`src/rtl/cpu_pkg.sv`:
```
// rtl/cpu_pkg.sv - shared branch-select encodings, sequencer states and NOP word
package cpu_pkg;

  localparam logic [2:0] BS_BEQ  = 3'b000;
  localparam logic [2:0] BS_BNE  = 3'b001;
  localparam logic [2:0] BS_BGEZ = 3'b010;
  localparam logic [2:0] BS_JR   = 3'b011;
  localparam logic [2:0] BS_SEQ  = 3'b100;

  localparam logic [15:0] NOP_INST = 16'h0000;

  typedef enum logic [1:0] {
    BOOT   = 2'd0,
    RUN    = 2'd1,
    HALTED = 2'd2
  } state_t;

endpackage

```
`src/rtl/fetch_sequencer_if.sv`:
```
// rtl/fetch_sequencer_if.sv - fetch sequencer bus: ROM word, decoder/ALU inputs, PC and fetch outputs
interface fetch_sequencer_if #(
  parameter int PC_W = 8
);
  logic [15:0]     IMEM_DATA;
  logic [2:0]      BS;
  logic [5:0]      OFF;
  logic            HALT;
  logic            Z;
  logic            N;
  logic [15:0]     RA_DATA;
  logic            STALL;
  logic            RESUME;
  logic [PC_W-1:0] PC;
  logic [15:0]     INST;
  logic            INST_VALID;
  logic            HALTED;
  logic [15:0]     RETIRED;

  modport master (
    output IMEM_DATA, BS, OFF, HALT, Z, N, RA_DATA, STALL, RESUME,
    input  PC, INST, INST_VALID, HALTED, RETIRED
  );

  modport slave (
    input  IMEM_DATA, BS, OFF, HALT, Z, N, RA_DATA, STALL, RESUME,
    output PC, INST, INST_VALID, HALTED, RETIRED
  );
endinterface

```
`src/rtl/pc_next.sv`:
```
// rtl/pc_next.sv - combinational next-PC select; PC_W must be at least 6 for the offset sign-extension
module pc_next
  import cpu_pkg::*;
#(
  parameter int PC_W = 8
) (
  input  logic [PC_W-1:0] pc_i,
  input  logic [2:0]      bs_i,
  input  logic [5:0]      off_i,
  input  logic            z_i,
  input  logic            n_i,
  input  logic [PC_W-1:0] ra_i,
  output logic [PC_W-1:0] pc_inc_o,
  output logic [PC_W-1:0] pc_next_o
);

  logic [PC_W-1:0] off_ext;
  logic [PC_W-1:0] tgt;

  assign off_ext  = {{(PC_W-6){off_i[5]}}, off_i};
  assign pc_inc_o = pc_i + 1'b1;
  assign tgt      = pc_inc_o + off_ext;

  always_comb begin
    pc_next_o = pc_inc_o;
    case (bs_i)
      BS_BEQ:  pc_next_o = z_i  ? tgt : pc_inc_o;
      BS_BNE:  pc_next_o = !z_i ? tgt : pc_inc_o;
      BS_BGEZ: pc_next_o = !n_i ? tgt : pc_inc_o;
      BS_JR:   pc_next_o = ra_i;
      default: pc_next_o = pc_inc_o;
    endcase
  end

endmodule

```
`src/rtl/fetch_sequencer.sv`:
```
// rtl/fetch_sequencer.sv - run/halt state, PC register, retired counter and INST bubble gating
module fetch_sequencer
  import cpu_pkg::*;
#(
  parameter int PC_W = 8
) (
  input  logic             CLK,
  input  logic             RESET_N,
  fetch_sequencer_if.slave bus
);

  state_t          state_q, state_d;
  logic [PC_W-1:0] pc_q, pc_d;
  logic [15:0]     ret_q, ret_d;
  logic [PC_W-1:0] pc_inc;
  logic [PC_W-1:0] pc_nxt;
  logic            inst_valid;

  pc_next #(.PC_W(PC_W)) u_pc_next (
    .pc_i      (pc_q),
    .bs_i      (bus.BS),
    .off_i     (bus.OFF),
    .z_i       (bus.Z),
    .n_i       (bus.N),
    .ra_i      (bus.RA_DATA[PC_W-1:0]),
    .pc_inc_o  (pc_inc),
    .pc_next_o (pc_nxt)
  );

  // Jump-register targets only use the low PC_W bits of the register.
  if (PC_W < 16) begin : g_ra_hi
    logic unused_ra_hi;
    assign unused_ra_hi = ^bus.RA_DATA[15:PC_W];
  end

  assign inst_valid = (state_q == RUN) && !bus.STALL;

  always_comb begin
    state_d = state_q;
    pc_d    = pc_q;
    ret_d   = ret_q;
    case (state_q)
      BOOT: state_d = RUN;
      RUN: begin
        if (!bus.STALL) begin
          ret_d = (ret_q == 16'hFFFF) ? ret_q : ret_q + 16'd1;
          if (bus.HALT) state_d = HALTED;
          else          pc_d    = pc_nxt;
        end
      end
      HALTED: begin
        // Resume steps past the halt instruction; STALL is irrelevant here.
        if (bus.RESUME) begin
          pc_d    = pc_inc;
          state_d = RUN;
        end
      end
      default: state_d = BOOT;
    endcase
  end

  always_ff @(posedge CLK or negedge RESET_N) begin
    if (!RESET_N) begin
      state_q <= BOOT;
      pc_q    <= '0;
      ret_q   <= 16'h0000;
    end else begin
      state_q <= state_d;
      pc_q    <= pc_d;
      ret_q   <= ret_d;
    end
  end

  assign bus.PC         = pc_q;
  assign bus.INST       = inst_valid ? bus.IMEM_DATA : NOP_INST;
  assign bus.INST_VALID = inst_valid;
  assign bus.HALTED     = (state_q == HALTED);
  assign bus.RETIRED    = ret_q;

endmodule
```
`src/flat_wrapper.sv`:
```
// flat-port wrapper written by rule: the top's interface ports become plain ports
module fetch_sequencer_flat import cpu_pkg::*;
#(
  parameter int PC_W = 8
)
  (CLK, RESET_N, bus_IMEM_DATA, bus_BS, bus_OFF, bus_HALT, bus_Z, bus_N, bus_RA_DATA, bus_STALL, bus_RESUME, bus_PC, bus_INST, bus_INST_VALID, bus_HALTED, bus_RETIRED);
  fetch_sequencer_if #(.PC_W(PC_W)) bus_i ();
  input  logic CLK;
  input  logic RESET_N;
  input wire logic [$bits(bus_i.IMEM_DATA)-1:0] bus_IMEM_DATA;
  input wire logic [$bits(bus_i.BS)-1:0] bus_BS;
  input wire logic [$bits(bus_i.OFF)-1:0] bus_OFF;
  input wire logic [$bits(bus_i.HALT)-1:0] bus_HALT;
  input wire logic [$bits(bus_i.Z)-1:0] bus_Z;
  input wire logic [$bits(bus_i.N)-1:0] bus_N;
  input wire logic [$bits(bus_i.RA_DATA)-1:0] bus_RA_DATA;
  input wire logic [$bits(bus_i.STALL)-1:0] bus_STALL;
  input wire logic [$bits(bus_i.RESUME)-1:0] bus_RESUME;
  output wire logic [$bits(bus_i.PC)-1:0] bus_PC;
  output wire logic [$bits(bus_i.INST)-1:0] bus_INST;
  output wire logic [$bits(bus_i.INST_VALID)-1:0] bus_INST_VALID;
  output wire logic [$bits(bus_i.HALTED)-1:0] bus_HALTED;
  output wire logic [$bits(bus_i.RETIRED)-1:0] bus_RETIRED;
  assign bus_i.IMEM_DATA = bus_IMEM_DATA;
  assign bus_i.BS = bus_BS;
  assign bus_i.OFF = bus_OFF;
  assign bus_i.HALT = bus_HALT;
  assign bus_i.Z = bus_Z;
  assign bus_i.N = bus_N;
  assign bus_i.RA_DATA = bus_RA_DATA;
  assign bus_i.STALL = bus_STALL;
  assign bus_i.RESUME = bus_RESUME;
  assign bus_PC = bus_i.PC;
  assign bus_INST = bus_i.INST;
  assign bus_INST_VALID = bus_i.INST_VALID;
  assign bus_HALTED = bus_i.HALTED;
  assign bus_RETIRED = bus_i.RETIRED;
  fetch_sequencer #(.PC_W(PC_W)) u_core (.CLK(CLK), .RESET_N(RESET_N), .bus(bus_i));
endmodule
```
`config.mk`:
```
export PLATFORM = sky130hd
export DESIGN_NAME = fetch_sequencer_flat
export DESIGN_NICKNAME = d
export VERILOG_FILES = /design/src/rtl/cpu_pkg.sv /design/src/rtl/fetch_sequencer_if.sv /design/src/rtl/pc_next.sv /design/src/rtl/fetch_sequencer.sv /design/src/flat_wrapper.sv
export SDC_FILE = /design/constraint.sdc
export NUM_CORES = 1
export LEC_CHECK = 0
export CAP_MARGIN = 20
export CORE_ASPECT_RATIO = 2
export CORE_UTILIZATION = 38
export DETAILED_ROUTE_END_ITERATION = 6
export PLACE_DENSITY = 0.77
export SYNTH_ARGS = -nofsm -noshare
export SYNTH_HDL_FRONTEND = slang
export SYNTH_HIERARCHICAL = 1
export SYNTH_SLANG_ARGS = --single-unit
```
`constraint.sdc`:
```
create_clock -name CLK -period 2.4 [get_ports CLK]
set_clock_uncertainty 0.1 [all_clocks]
set_input_delay 0.48 -clock CLK [delete_from_list [all_inputs] [get_ports CLK]]
set_output_delay 0.48 -clock CLK [all_outputs]
set_load 0.1 [all_outputs]
```
Word level (Yosys, flattened, before mapping)
Cells that the tools add are included.

word-level totals
  ROM bits = 0
  memories kept = 0
  input bits = 48
  output and inout bits = 42
  bits in latches = 0
  bits in writable memories = 0
  word-level logic and storage cells = 39
  flip-flop bits (word level) = 26

operators by class
  div/mod/pow operators = 0
  order comparisons = 0
  $add $sub $neg = 3
  shift-type cells = 0
  mux-type cells = 13
  reductions and logical operators = 8
  multipliers = 0
  bitwise gates (word level) = 2
  equal/unequal tests = 10

operators by type and width
  cell                                                  count
  2-to-1 mux 8 bit                                      6
  case mux 8 bit (4 select lines)                       1
  adder 16 x 1 -> 16 bit (second input constant)        1
  equality test 16 bit (second input constant)          1
  2-to-1 mux 16 bit                                     1
  case mux 8 bit (2 select lines)                       1
  adder 8 x 1 -> 8 bit (second input constant)          1
  adder 8 bit                                           1
  != test 2 bit (second input constant)                 4
  equality test 3 x 2 -> 1 bit (second input constant)  2
  2-to-1 mux 2 bit                                      3
  case mux 2 bit (3 select lines)                       1
  AND reduction 3 bit                                   2
  AND reduction 4 bit                                   1
  equality test 3 x 1 -> 1 bit (second input constant)  1
  zero test 3 bit                                       1
  equality test 2 x 1 -> 1 bit (second input constant)  1
  equality test 2 bit (second input constant)           1
  zero test 2 bit                                       1
  NOT 1 bit                                             2
  nonzero test 2 bit                                    1
  logical AND 1 bit                                     1
  zero test 1 bit                                       1

Logic depth before layout (Yosys ltp)
Gate-level depths: netlist of run 1.

  word-level depth = 7
  gate-level depth with buffers = 11
  mapped depth without buffers = 11

By module
Netlist of run 1, hierarchy kept.

modules (own cells, without submodules)
  module           instances  sequential area each (um^2)  cells an instance  area an instance (um^2)
  fetch_sequencer  1          650.6                        138                1381.3
  pc_next          1          0.0                          87                 649.4

Worst setup path before layout of run 1
No wires, ideal clock.

  path type = in2out
  start point = in bus_STALL
  end point = out bus_INST[10]
  cell stages on the path = 6
  required time = 1.820 ns
  path buffers = 3
  arrival = 3.153 ns
  path slack = -1.333 ns
  path through = or3b_1 clkbuf_1 inv_1 clkbuf_1 clkbuf_1 and2_1

between the ends
  cells in the longest elaborated chain, start to end = 3

ends and longest elaborated chain
  what                line                   source
  start, declared     flat_wrapper.sv:17     input wire logic [$bits(bus_i.STALL)-1:0] bus_STALL;
  zero test 1 bit     fetch_sequencer.sv:36  assign inst_valid = (state_q == RUN) && !bus.STALL;
  logical AND 1 bit   fetch_sequencer.sv:36
  net bus_INST_VALID  flat_wrapper.sv:21     output wire logic [$bits(bus_i.INST_VALID)-1:0] bus_INST_VALID;
  2-to-1 mux 16 bit   fetch_sequencer.sv:75  assign bus.INST = inst_valid ? bus.IMEM_DATA : NOP_INST;
  end, declared       flat_wrapper.sv:20     output wire logic [$bits(bus_i.INST)-1:0] bus_INST;

The timed path passes the listed nets, and every way through them passes these cells.

Worst setup path after layout of run 1
  start point = reg u_core.pc_q[0] (netlist: u_core/bus.PC[0])
  end point = reg u_core.pc_q[6] (netlist: u_core/bus.PC[6])

between the ends
  cells in the longest elaborated chain, start to end = 7
  elaborated cells on any way between the ends = 10
  those cells by class = add/sub (2); mux (8)

ends and longest elaborated chain
  what                                 line                                         source
  start, declared                      fetch_sequencer.sv:13                        logic [PC_W-1:0] pc_q, pc_d;
  start signal, assigned               fetch_sequencer.sv:69                        pc_q <= pc_d;
  adder 8 x 1 -> 8 bit *               pc_next.sv:21                                assign pc_inc_o = pc_i + 1'b1;
  net u_core.pc_inc[2]                 fetch_sequencer.sv:15                        logic [PC_W-1:0] pc_inc;
  adder 8 bit *                        pc_next.sv:22                                assign tgt = pc_inc_o + off_ext;
  2-to-1 mux 8 bit (on tied branches)  pc_next.sv:29, pc_next.sv:27, pc_next.sv:28
  case mux 8 bit (4 select lines) *    pc_next.sv:26                                case (bs_i)
  net u_core.pc_nxt[6]                 fetch_sequencer.sv:16                        logic [PC_W-1:0] pc_nxt;
  2-to-1 mux 8 bit *                   fetch_sequencer.sv:47                        if (bus.HALT) state_d = HALTED;
  2-to-1 mux 8 bit *                   fetch_sequencer.sv:45                        if (!bus.STALL) begin
  case mux 8 bit (2 select lines) *    fetch_sequencer.sv:42                        case (state_q)

Mark *: on every way through the listed nets, which the timed path passes. The rest lies on a longest branch. The select of a mux whose other input is x is not followed.
A chain may end at the register's enable or synchronous reset.

==> impl_metrics.tcl, run 1 <==
set metrics [dict create \
    numCtsBuffers 3 \
    vias 2271 \
    grt.total_usage_pct 23.1 \
    synth_edf_count 0 \
    initial_core_util_pct 39.5 \
    drc_errors 0 \
    power.net_switching_mw 2.19 \
    internal-power_mw 2.03 \
    fmax_mhz 395 \
    rows 37 \
    syn_area_per_cell_um2 9.03 \
    p_clk_share_pct 6.8 \
    cts.htree.levels 1 \
    wire_per_inst_um 15.5 \
    clkTransAtPathRegs_ps 90 \
    ctsHoldBuffers 0 \
    cts_buffer_depth 2 \
    drv_cap 0 \
    synth_top_family_by_area "simple AND/OR/NAND/NOR gates" \
    netlist-cell-type-count 57 \
    synth_compound_area_share_pct 18.3 \
    critPathMaxFanout 4 \
    syn_area_um2 2030 \
    wl_mm 6.42 \
    ff_latch_area_um2 688 \
    tightest_slew_ps 517 \
    postRouteAntennaNets 0 \
    fin_nets 415 \
    cts.sinks 26 \
    diodes 0 \
    yosys.area_share.simple_pct 24.9 \
    max_slew_margin_pct 65.6 \
    yosys.area_share.adder_pct 7.15 \
    critPathTopFamily "compound AO/OA/AOI/OAI gates" \
    crit_chain "ha_4, xor2_2, ha_4, nor2b_1, o31a_1, o21a_1, o21a_1, o31ai_1, mux2i_1, o21ai_1" \
    grt_pass1_vias 2234 \
    crit_type "flop to flop" \
    synth_fp_nets 284 \
    switching_share_pct 51.8 \
    cts_tree "done" \
    fp.dieW_um 53.7 \
    post-route-min-period_ps 2530 \
    grt-ovfl-total 0 \
    cts-root-buf "clkbuf_8" \
    synthMuxAreaShare_pct 6.22 \
    maxSlewViolCount 0 \
    place_hpwl_mm 4.81 \
    finalHoldViolCount 0 \
    ir_drop_uv 1310 \
    endpoint_kind "flop" \
    die_h_um 105 \
    yosysSeqAreaShare_pct 32.0 \
    cp_num_buf_inv 0 \
    utilization_pct 72.6 \
    fill_cells 363 \
    insertion_delay_ps 270 \
    async_flop_share_pct 100 \
    grt_pass1_wl_mm 9.90 \
    viasPerCell 5.50 \
    power_frac_comb_pct 75.0 \
    antenna_found_initial 0 \
    period_share_pct 106 \
    ys_ff_latch 26 \
    pre_cts_slack_ps -344 \
    setup_viol 4 \
    num_io_pins 90 \
    dieArea_um2 5660 \
    area_delta_synth_final_pct 83.8 \
    place_congestion 0.798 \
    synthesis.instances 225 \
    p_leak_nw 1.59 \
    drive_gt1_share_pct 46.8 \
    fin_ws_ps -134 \
    total_power_mw 4.22 \
    io_buffers 81 \
    yosysWarnings 6 \
    drt_iter0_drc 63 \
    outcome "complete, but fails checks" \
    core_um2 5140 \
    multiInputGateArea_um2 1520 \
    pwr-share-seq_pct 18.1 \
    max_stage_delay_ps 510 \
    holdWs_ps 400 \
    grt_max_degree 27 \
    cp_slowest_cell "dfrtp_4" \
    yosys_most_used_dff "dfrtp_1" \
    min_path_type "flop to flop" \
    finalSetupTns_ps -365 \
    power.density_nw_per_um2 1130 \
    violations "setup timing" \
    crit_arrival_ps 2640 \
    crit_required_ps 2500 \
    startpoint_type "flop" \
    dr.pass1.iters 4 \
    rsz0062_at_grt "true" \
    synth-xor-area-share_pct 8.56 \
]
==> registers in the layout, indices dropped and copies added, names as in the netlist <==
| signal | flops |
|---|---|
| u_core/state_q | 2 |
| u_core/bus.RETIRED | 16 |
| u_core/bus.PC | 8 |
==> timing repair <==
| action | in CTS | in global routing |
|---|---|---|
| buffers inserted | 4 | 8 |
| pin swaps | 10 | 5 |
| setup endpoints to repair | 20 | 6 |
| gates resized for setup | 19 | 8 |
| gates cloned | 1 | 0 |
==> worst register-to-register path, delay by kind of cell, from the launching register on <==
family	cells	cell delay, ps
mux	1	100
simple gates	1	130
flops	1	510
fa+ha+maj	2	440
compound gates	5	970
xor+xnor	1	210
==> stage by stage <==
stage               cell area [um^2]  instances
finish                          3730        413
global route                    3730        413
CTS                             3590        404
detailed placement              3410        395
global placement                3410        395
floorplan                       2170        225
==> path summary, 6_finish.rpt <==
check,end,start,depth (start not counted),slack (ps)
max,u_core/bus.PC[6],u_core/bus.PC[0],10,-130
min,u_core/bus.RETIRED[7],u_core/bus.RETIRED[7],1,400
max reg2reg,u_core/bus.PC[6],u_core/bus.PC[0],10,-130
min reg2reg,u_core/bus.RETIRED[7],u_core/bus.RETIRED[7],1,400
max in group asynchronous,u_core/bus.PC[1],RESET_N,2,1420
min in group asynchronous,u_core/bus.PC[3],RESET_N,2,480
==> Yosys cell counts (4+ instances only) <==
master    number  area [um^2]
nor2_1        12         45.0
o21ai_0       11         55.1
a221o_1        4         40.0
xor2_1         5         43.8
inv_1          6         22.5
and2_1        16          100
a21oi_1       10         50.1
ha_1          10          125
nand2b_1       4         25.0
dfrtp_1       26          651
clkbuf_1       5         18.8
xnor2_1       13          114
o21a_1         5         37.5
nand4_1        5         31.3
and3_1         4         25.0
nand2_1       15         56.3
nand3_1       12         60.1
mux2i_1       10          100
==> per-layer routing <==
metal / up-vias / routed length (um) / track usage [%]
met2: 79 / 3740 / 45.0
met3: 20 / 194 / 1.59
met1: 1090 / 2290 / 23.3
met5: - / 0 / 0
li1: 1082 / - / -
met4: 0 / 195 / 8.27
==> power groups by stage <==
stage / Combinational (mW) / Clock [mW] / Sequential [mW]
5_1_grt: 3.34 / 0.310 / 0.786
4_1_cts: 2.96 / 0.287 / 0.783
2_1_floorplan: 1.08 / 0 / 1.58
6_report: 3.17 / 0.289 / 0.765
3_5_place_dp: 2.82 / 0 / 0.780
3_3_place_gp: 2.77 / 0 / 0.774
==> cell type report <==
class	instances	share of cell area, %
inverters	6	0.670
flip-flops and latches	26	18.4
clock buffers	4	1.48
repair buffers	133	36.7
well taps	58	1.94
multi-input cells	186	40.8
==> cells by family after synthesis <==
logic type	after synthesis
mux	12
xor+xnor	19
flops	26
compound gates	55
fa+ha+maj	11
simple gates	89
buf+inv	13
==> layout by cell type (no fill, tap or decap), types with 4 or more instances in the layout <==
cell and instances:
buf_4 71, clkdlybuf4s50_1 38, buf_12 19, nand2_1 15
dfrtp_2 15, and2_4 13, nor2_1 12, mux2i_1 10
nand3_1 9, xnor2_1 9, o21ai_0 8, a21oi_1 8
dfrtp_1 6, nand4_1 5, o21a_1 5, dfrtp_4 5
inv_1 5, ha_4 5, clkbuf_8 4, and2_2 4
o21ai_1 4, xor2_1 4, nand2b_1 4, a221o_1 4
No activity file was read; power rests on OpenSTA's default activity.
==> run 2, diff against run 1 <==
--- a/config.mk
+++ b/config.mk
@@ -9,6 +9,7 @@
 export CORE_ASPECT_RATIO = 2
 export CORE_UTILIZATION = 38
 export DETAILED_ROUTE_END_ITERATION = 6
+export MAX_ROUTING_LAYER = met4
 export PLACE_DENSITY = 0.77
 export SYNTH_ARGS = -nofsm -noshare
 export SYNTH_HDL_FRONTEND = slang
==> run 2 against run 1 <==
Effect of this change: the flow still finishes with violations (setup timing); flip-flop and latch count unchanged; register-to-register slack is essentially flat; cell count unchanged; utilization stayed put; highest routed layer unchanged.
==> impl_metrics.tcl, run 2 (synthesis results as in run 1) <==
set metrics [dict create \
    dr.pass1.iters 4 \
    cts-root-buf "clkbuf_8" \
    cp_num_buf_inv 0 \
    dpl_cell_area_um2 3410 \
    layout_common_cells "buf_4 (71), clkdlybuf4s50_1 (38), buf_12 (19)" \
    crit_required_ps 2500 \
    initial_core_util_pct 39.5 \
    fmax_mhz 394 \
    p_leak_nw 1.59 \
    power.density_nw_per_um2 1130 \
    place_hpwl_mm 4.81 \
    io_buffers 81 \
    antenna_found_initial 0 \
    clkTransAtPathRegs_ps 90 \
    ir_drop_uv 1320 \
    cts.sinks 26 \
    crit_type "flop to flop" \
    total_power_mw 4.23 \
    largest_register_ffs 16 \
    fin_nets 415 \
    drive_gt1_share_pct 46.8 \
    place_congestion 0.809 \
    drt_iter0_drc 72 \
    area_delta_synth_final_pct 83.8 \
    numCtsBuffers 3 \
    wire_per_inst_um 15.6 \
    outcome "complete, but fails checks" \
    fp.dieW_um 53.7 \
    crit_arrival_ps 2640 \
    max_slew_margin_pct 65.8 \
    tightest_slew_ps 513 \
    startpoint_type "flop" \
    setup_viol 4 \
    vias 2283 \
    post-route-min-period_ps 2540 \
    period_share_pct 106 \
    layout_commonest_cell "buf_4" \
    drv_cap 0 \
    violations "setup timing" \
    num_io_pins 90 \
    endpoint_kind "flop" \
    drc_errors 0 \
    grt_pass1_vias 2231 \
    grt-ovfl-total 0 \
    die_h_um 105 \
    grt_pass1_wl_mm 9.89 \
    crit_chain "ha_4, xor2_2, ha_4, nor2b_1, o31a_1, o21a_1, o21a_1, o31ai_1, mux2i_1, o21ai_1" \
    fin_ws_ps -136 \
    maxSlewViolCount 0 \
    viasPerCell 5.53 \
    critPathMaxFanout 4 \
    cts_buffer_depth 2 \
    grt.total_usage_pct 23.8 \
    critPathTopFamily "compound AO/OA/AOI/OAI gates" \
    diodes 0 \
    min_path_type "flop to flop" \
    ctsHoldBuffers 0 \
    insertion_delay_ps 270 \
    dieArea_um2 5660 \
    pre_cts_slack_ps -344 \
    rsz0062_at_grt "true" \
    cts.htree.levels 1 \
    wl_mm 6.46 \
    cts_tree "done" \
    core_um2 5140 \
    holdWs_ps 399 \
    rows 37 \
    finalSetupTns_ps -378 \
    grt_max_degree 27 \
    max_stage_delay_ps 510 \
    postRouteAntennaNets 0 \
    finish.instance_area_um2 3730 \
    finalHoldViolCount 0 \
    cp_slowest_cell "dfrtp_4" \
]
==> run 2: power breakdown <==
part | switching [mW] | internal [mW]
logic | 1.88 | 1.30
registers | 0.177 | 0.591
clock network | 0.144 | 0.147
==> run 2: metrics by stage <==
stage	util, %	cells
finish	72.6	413
global route	72.6	413
CTS	69.9	404
detailed placement	66.4	395
global placement	66.4	395
floorplan	-	225
==> run 2: timing repair <==
action                                  in CTS  in global routing
setup buffers                                4                  8
pin swaps                                   10                  5
resized for setup                           19                  8
gates cloned                                 1                  0
endpoints found under the setup margin      20                  6
==> run 2: path summary, 6_finish.rpt <==
| kind | start | end | slack, ps | cells past startpoint |
|---|---|---|---|---|
| min in group asynchronous | RESET_N | u_core/state_q[0] | 480 | 2 |
| min | u_core/bus.RETIRED[7] | u_core/bus.RETIRED[7] | 400 | 1 |
| max in group asynchronous | RESET_N | u_core/bus.PC[2] | 1420 | 2 |
| max | u_core/bus.PC[0] | u_core/bus.PC[6] | -140 | 10 |
| max reg2reg | u_core/bus.PC[0] | u_core/bus.PC[6] | -140 | 10 |
| min reg2reg | u_core/bus.RETIRED[7] | u_core/bus.RETIRED[7] | 400 | 1 |
==> run 2: layer usage <==
| metal | part of all wire [%] | GRT usage [%] |
|---|---|---|
| met1 | 36 | 23.4 |
| met2 | 58 | 45.0 |
| met3 | 3.1 | 1.59 |
| met4 | 3.1 | 8.27 |
| met5 | 0 | - |
==> run 2: cell type report <==
class | count | area, um^2
Clock buffer | 4 | 55.1
Fill cell | 363 | 1410
Inverter | 6 | 25.0
Multi-Input combinational cell | 186 | 1520
Sequential cell | 26 | 688
Tap cell | 58 | 72.6
Timing Repair Buffer | 133 | 1370
==> run 2: worst register-to-register path: stages (launching register included) <==
cell and delay, ps:
dfrtp_4 510, ha_4 200, xor2_2 210, ha_4 240, nor2b_1 130, o31a_1 310, o21a_1 190, o21a_1 170
o31ai_1 190, mux2i_1 100, o21ai_1 110
==> run 3, diff against run 2 <==
--- a/config.mk
+++ b/config.mk
@@ -9,6 +9,7 @@
 export CORE_ASPECT_RATIO = 2
 export CORE_UTILIZATION = 38
 export DETAILED_ROUTE_END_ITERATION = 6
+export HOLD_SLACK_MARGIN = 0.03
 export MAX_ROUTING_LAYER = met4
 export PLACE_DENSITY = 0.77
 export SYNTH_ARGS = -nofsm -noshare
==> results of run 3 <==
No change in the layout: final DEF, timing and power equal those of run 2.
